**src/rtl/insn_fetch_pkg.sv**
```systemverilog
// Shared CPU/ISA definitions for the instruction fetch stage: bus widths,
// NOP encoding, fetch FSM states and the skid buffer payload layout.
package insn_fetch_pkg;

   localparam int WORD_ADDR_W = 30;
   localparam int WORD_DATA_W = 32;

   typedef logic [WORD_ADDR_W-1:0] word_addr_t;
   typedef logic [WORD_DATA_W-1:0] word_data_t;

   localparam word_data_t ISA_NOP = 32'h0000_0000;

   typedef enum logic {
      ST_REQ  = 1'b0,
      ST_HOLD = 1'b1
   } fetch_state_e;

   typedef struct packed {
      word_data_t insn;
      word_addr_t pc;
   } skid_payload_t;

   localparam int SKID_W = $bits(skid_payload_t);

   // Word addresses wrap at the top of the 30-bit space.
   function automatic word_addr_t next_word(input word_addr_t addr);
      return addr + word_addr_t'(1);
   endfunction

endpackage

```
**src/rtl/insn_skid_buf.sv**
```systemverilog
// Single-entry skid buffer that parks one fetched word (instruction plus
// its return pc) while the IF/ID register is stalled.
module insn_skid_buf
   import insn_fetch_pkg::*;
(
   input  logic              clk,
   input  logic              reset,
   input  logic              load,
   input  logic              clear,
   input  logic [SKID_W-1:0] load_data,
   output logic [SKID_W-1:0] data,
   output logic              valid
);

   logic [SKID_W-1:0] data_q,  data_d;
   logic              valid_q, valid_d;

   // NOTE: every combinational output gets a default first so no latch is inferred.
   always_comb begin
      data_d  = data_q;
      valid_d = valid_q;
      if (clear) begin
         data_d  = '0;
         valid_d = 1'b0;
      end else if (load) begin
         data_d  = load_data;
         valid_d = 1'b1;
      end
   end

   // NOTE: state registers use non-blocking assignments so every flop samples pre-edge values.
   always_ff @(posedge clk) begin
      if (reset) begin
         data_q  <= '0;
         valid_q <= 1'b0;
      end else begin
         data_q  <= data_d;
         valid_q <= valid_d;
      end
   end

   assign data  = data_q;
   assign valid = valid_q;

endmodule

```
**src/rtl/insn_fetch.sv**
```systemverilog
// Instruction fetch stage: drives the instruction memory request, fills the
// IF/ID register and parks a returning word in a skid buffer under stall.
module insn_fetch
   import insn_fetch_pkg::*;
#(
   parameter logic [WORD_ADDR_W-1:0] RESET_VECTOR = 30'h0000_0000
) (
   input  logic                   clk,
   input  logic                   reset,
   input  logic                   stall,
   input  logic                   flush,
   input  logic [WORD_ADDR_W-1:0] new_pc,
   input  logic                   br_taken,
   input  logic [WORD_ADDR_W-1:0] br_addr,
   output logic                   imem_req,
   output logic [WORD_ADDR_W-1:0] imem_addr,
   input  logic                   imem_rdy,
   input  logic [WORD_DATA_W-1:0] imem_rd_data,
   output logic [WORD_ADDR_W-1:0] if_pc,
   output logic [WORD_DATA_W-1:0] if_insn,
   output logic                   if_en,
   output logic                   busy
);

   fetch_state_e  state_q,    state_d;
   word_addr_t    fetch_pc_q, fetch_pc_d;
   word_addr_t    if_pc_q,    if_pc_d;
   word_data_t    if_insn_q,  if_insn_d;
   logic          if_en_q,    if_en_d;

   logic          skid_load;
   logic          skid_clear;
   skid_payload_t skid_in;
   skid_payload_t skid_out;
   logic          skid_valid;

   assign skid_in = '{insn: imem_rd_data, pc: next_word(fetch_pc_q)};

   insn_skid_buf u_skid (
      .clk       (clk),
      .reset     (reset),
      .load      (skid_load),
      .clear     (skid_clear),
      .load_data (skid_in),
      .data      (skid_out),
      .valid     (skid_valid)
   );

   // Event priority: flush > stall > br_taken > skid unload > imem_rdy.
   always_comb begin
      state_d    = state_q;
      fetch_pc_d = fetch_pc_q;
      if_pc_d    = if_pc_q;
      if_insn_d  = if_insn_q;
      if_en_d    = if_en_q;
      skid_load  = 1'b0;
      skid_clear = 1'b0;

      if (flush) begin
         fetch_pc_d = new_pc;
         if_en_d    = 1'b0;
         if_insn_d  = ISA_NOP;
         skid_clear = 1'b1;
         state_d    = ST_REQ;
      end else if (stall) begin
         if (state_q == ST_REQ && imem_rdy) begin
            skid_load  = 1'b1;
            fetch_pc_d = next_word(fetch_pc_q);
            state_d    = ST_HOLD;
         end
      end else if (br_taken) begin
         // A parked word is on the wrong path once decode redirects.
         fetch_pc_d = br_addr;
         if_en_d    = 1'b0;
         if_insn_d  = ISA_NOP;
         skid_clear = 1'b1;
         state_d    = ST_REQ;
      end else if (state_q == ST_HOLD) begin
         if_insn_d  = skid_out.insn;
         if_pc_d    = skid_out.pc;
         if_en_d    = skid_valid;
         skid_clear = 1'b1;
         state_d    = ST_REQ;
      end else if (imem_rdy) begin
         if_insn_d  = imem_rd_data;
         if_pc_d    = next_word(fetch_pc_q);
         if_en_d    = 1'b1;
         fetch_pc_d = next_word(fetch_pc_q);
      end else begin
         if_en_d    = 1'b0;
         if_insn_d  = ISA_NOP;
      end
   end

   always_ff @(posedge clk) begin
      if (reset) begin
         state_q    <= ST_REQ;
         fetch_pc_q <= RESET_VECTOR;
         if_pc_q    <= RESET_VECTOR;
         if_insn_q  <= ISA_NOP;
         if_en_q    <= 1'b0;
      end else begin
         state_q    <= state_d;
         fetch_pc_q <= fetch_pc_d;
         if_pc_q    <= if_pc_d;
         if_insn_q  <= if_insn_d;
         if_en_q    <= if_en_d;
      end
   end

   assign imem_req  = (state_q == ST_REQ) && !reset;
   assign imem_addr = fetch_pc_q;
   assign busy      = ((state_q == ST_REQ) && !imem_rdy) || (state_q == ST_HOLD);
   assign if_pc     = if_pc_q;
   assign if_insn   = if_insn_q;
   assign if_en     = if_en_q;

endmodule

```
**config.mk**
```make
export PLATFORM = sky130hd
export DESIGN_NAME = insn_fetch
export DESIGN_NICKNAME = d
export VERILOG_FILES = /design/src/rtl/insn_fetch_pkg.sv /design/src/rtl/insn_skid_buf.sv /design/src/rtl/insn_fetch.sv
export SDC_FILE = /design/constraint.sdc
export NUM_CORES = 1
export LEC_CHECK = 0
export CORE_UTILIZATION = 30
export DETAILED_ROUTE_END_ITERATION = 7
export GPL_TIMING_DRIVEN = 0
export HOLD_SLACK_MARGIN = 0.02
export PLACE_DENSITY_LB_ADDON = 0.2
export SYNTH_ARGS = -nofsm -noshare
export SYNTH_HDL_FRONTEND = slang
export SYNTH_SLANG_ARGS = --single-unit
```
**constraint.sdc**
```tcl
create_clock -name clk -period 2.6 [get_ports clk]
set_clock_uncertainty 0.2 [all_clocks]
set_input_delay 0.52 -clock clk [delete_from_list [all_inputs] [get_ports clk]]
set_output_delay 0.52 -clock clk [all_outputs]
set_load 0.02 [all_outputs]
```
==> impl_results.md <==
- Slew margin rel.: between 40 and 50%
- Top cells by area in the synthesized netlist: dfxtp_1, nand2_1, a21oi_1
- Total wire length: about 28 mm
- Port bufs: 190
- Placed wire-length estimate: 20.5 mm
- Hold Violations, Final: 0
- Initial Util: 30.6%
- Crit path required time: roughly 2.7 ns
- Period minus WS final: 2.58 ns
- Max_cap viols: 0
- Routed vias/inst: between 5 and 6
- Post-route clock period utilization: about 99%
- Finished Core Util: between 40 and 50%
- Primary FF master, synth: dfxtp_1
- Nets@finish: 1287
- Static power due to leakage: 3.67 nW
- Netlist cell types: between 50 and 60
- Yosys top cell by area: dfxtp_1
- Global-route wire length before repair: 42.5 mm
- WHS: between 0.2 and 0.3 ns
- Synthesized area: roughly 7400 um^2
- Peak supply drop: between 0.3 and 0.4 mV
- Fmax: slightly below 0.4 GHz
- Die Height: 159 um
- Std-Cell Rows: 57
- ANT nets after route: 0
- Layout fillers: ~2500
- Cell Pwr Density: around 570 nW/um^2
- Syn Inst Count: a little under 1000
- Total GRT Usage: between 20% and 30%
- # hold bufs at CTS: 0
- Syn_area_per_cell: ~7.6 um^2
- CP Class: in2reg
- Share of cells above drive strength 1: between 7 and 8%
- Chip width: between 150 and 200 um
- Clk_lat worst skew: about 0.44 ns
- Initial antenna violation count: 0
- DR WL/cell: roughly 18 um
- Io pins: slightly below 200
- # clock sinks: approximately 160
- DRC Markers: 0
- CP Data Arrival Time: roughly 2.7 ns
- 1st-pass router iterations: 5
- Crit. End Element: register
- Area Overhead vs Synth: 41.4%
- Synth Register Bits: between 150 and 200
- CTS Buffer Depth: 2
- Design Power: 5.99 mW
- Worst Hold Class: reg2reg
- Clock slew at reported path FFs: 0.07 ns
- FFs w/ async S/R, synth: 0%
- Max-slew violation count: 0
- CTS root buffer: clkbuf_16
- Synth Net Count: 1075
- Post-synth top area share: approximately 42%
- Post-synth EDFFs: 0
- CP Launch Type: input pin
- Setup_tns: 0 ns
- Vias: between 7000 and 8000
- Sequential fraction of the synthesis area: 42.4%
- Worst slack at placement: -0.947 ns
- Remaining global-route overflow: 0
- Setup violators final: 0
- Die area: 25300 um^2
- RSZ-0062 raised after global routing: yes
- CTS H-tree depth: 4
- Core area: ~24000 um^2
- Vias in the first global route: 7360
- Worst Tran Pin Value: between 0.8 and 0.9 ns
- Starting DRT DRC Count: 589
- Synth warnings: 0
- Largest net degree at the start of global routing: 17
- Fin worst setup slack: 0.0169 ns
- Largest fanout on the critical path: 10
- CTS tree: built
- Run status: complete, no violations
- RePlAce Congestion: about 0.89
- Total CTS buffers: 17
-- cell type report --
type | count | area [um^2] | area share (%)
multi-input combinational | 735 | 4030 | 38.4
sequential | 157 | 3140 | 30.0
timing repair buffer | 194 | 1930 | 18.4
clock buffer | 17 | 425 | 4.06
tap | 324 | 405 | 3.87
buffer | 78 | 343 | 3.27
clock inverter | 15 | 181 | 1.73
inverter | 5 | 22.5 | 0.215
antenna | 1 | 2.50 | 0.0239
-- state kept, by name, indices dropped and copies added (netlist names) --
signal	cells
u_skid.data	62
state_q	1
if_en	1
u_skid.valid	1
if_pc	30
if_insn	32
imem_addr	30
-- critical path: stages --
cell and delay, ns:
clkdlybuf4s50_1 0.49, clkbuf_2 0.33, clkinv_1 0.44, clkbuf_1 0.49, nand2_1 0.33, nor2_1 0.08
-- per-stage QoR --
step                instance area, um^2  instances
global placement                   9720       1490
global route                      10500       1525
CTS                               10400       1525
detailed placement                 9720       1490
floorplan                          7410        976
finish                            10500       1526
-- synth_stat cells (all sizes together), types with 2 or more instances --
master and instances:
nand3 23, o211ai 14, mux2i 7, buf 15
nor3 20, a311oi 2, o21a 2, nor2b 5
o22ai 17, a22oi 6, nand2 192, a31oi 8
xor2 19, and4 3, o221ai 4, or3 2
xnor2 16, a221oi 3, a2111oi 2, o221a 2
a41oi 2, nand2b 11, dfxtp 157, nand4 18
nor4 11, clkbuf 64, nor3b 2, o31ai 2
inv 4, a21oi 109, nor2 105, and2 10
and3 24, o21ai 55, a211oi 30
-- report_power, final --
part	internal (mW)	leakage [nW]	switching (mW)
registers	2.47	1.27	0.0753
logic	0.369	2.11	0.495
clock network	1.45	0.295	1.14
total	4.28	3.67	1.71
-- layer usage --
layer	track usage (%)	vias to the layer above	part of all wire, %
met5	0	-	0
met4	7.69	0	2.0
met3	4.95	38	6.9
met2	33.9	310	45
met1	29.5	3627	46
li1	-	3844	-
-- path summary, 6_finish.rpt --
check                                                 start                     endpoint  slack, ns  cells after the start
worst max-delay path                                  reset     if_insn[26]$_SDFFE_PP0N_       0.02                      6
worst min-delay path            u_skid.data[5]$_SDFFE_PP0P_  u_skid.data[5]$_SDFFE_PP0P_       0.25                      2
worst max register to register    imem_addr[1]$_SDFFE_PP0P_       if_pc[14]$_SDFFE_PP0P_       0.08                      8
worst min register to register  u_skid.data[5]$_SDFFE_PP0P_  u_skid.data[5]$_SDFFE_PP0P_       0.25                      2
-- logic make-up (layout without fill, tap and decap cells) --
family | Yosys count | in the layout | share of synthesized area [%]
AND/OR/NAND/NOR | 429 | 429 | 26.6
AO/OA/AOI/OAI | 263 | 263 | 21.2
flip-flops | 157 | 157 | 42.4
buffers and inverters | 84 | 309 | 4.56
XOR/XNOR | 35 | 35 | 4.14
multiplexers | 7 | 7 | 0.945
adder cells (fa/ha/maj) | 1 | 1 | 0.169
other | 0 | 1 | 0
-- placed cells by master, fill, tap and decap left out, types with 16 or more instances in the layout --
cell / synthesis / layout
nand2_1: 192 / 191
clkdlybuf4s50_1: 0 / 187
dfxtp_1: 157 / 157
a21oi_1: 109 / 109
nor2_1: 105 / 101
o21ai_0: 54 / 54
clkbuf_1: 63 / 47
a211oi_1: 30 / 30
and3_1: 24 / 24
nand3_1: 23 / 23
xor2_1: 19 / 18
nand4_1: 17 / 17
o22ai_1: 17 / 17
clkbuf_16: 0 / 17
xnor2_1: 16 / 16
nor3_1: 19 / 16
-- timing repair --
item	in CTS	in global routing
setup endpoints to repair	92	117
pin swaps	0	2
setup buffers	3	1
resized for setup	21	31
(Power assumes the default switching activity.)
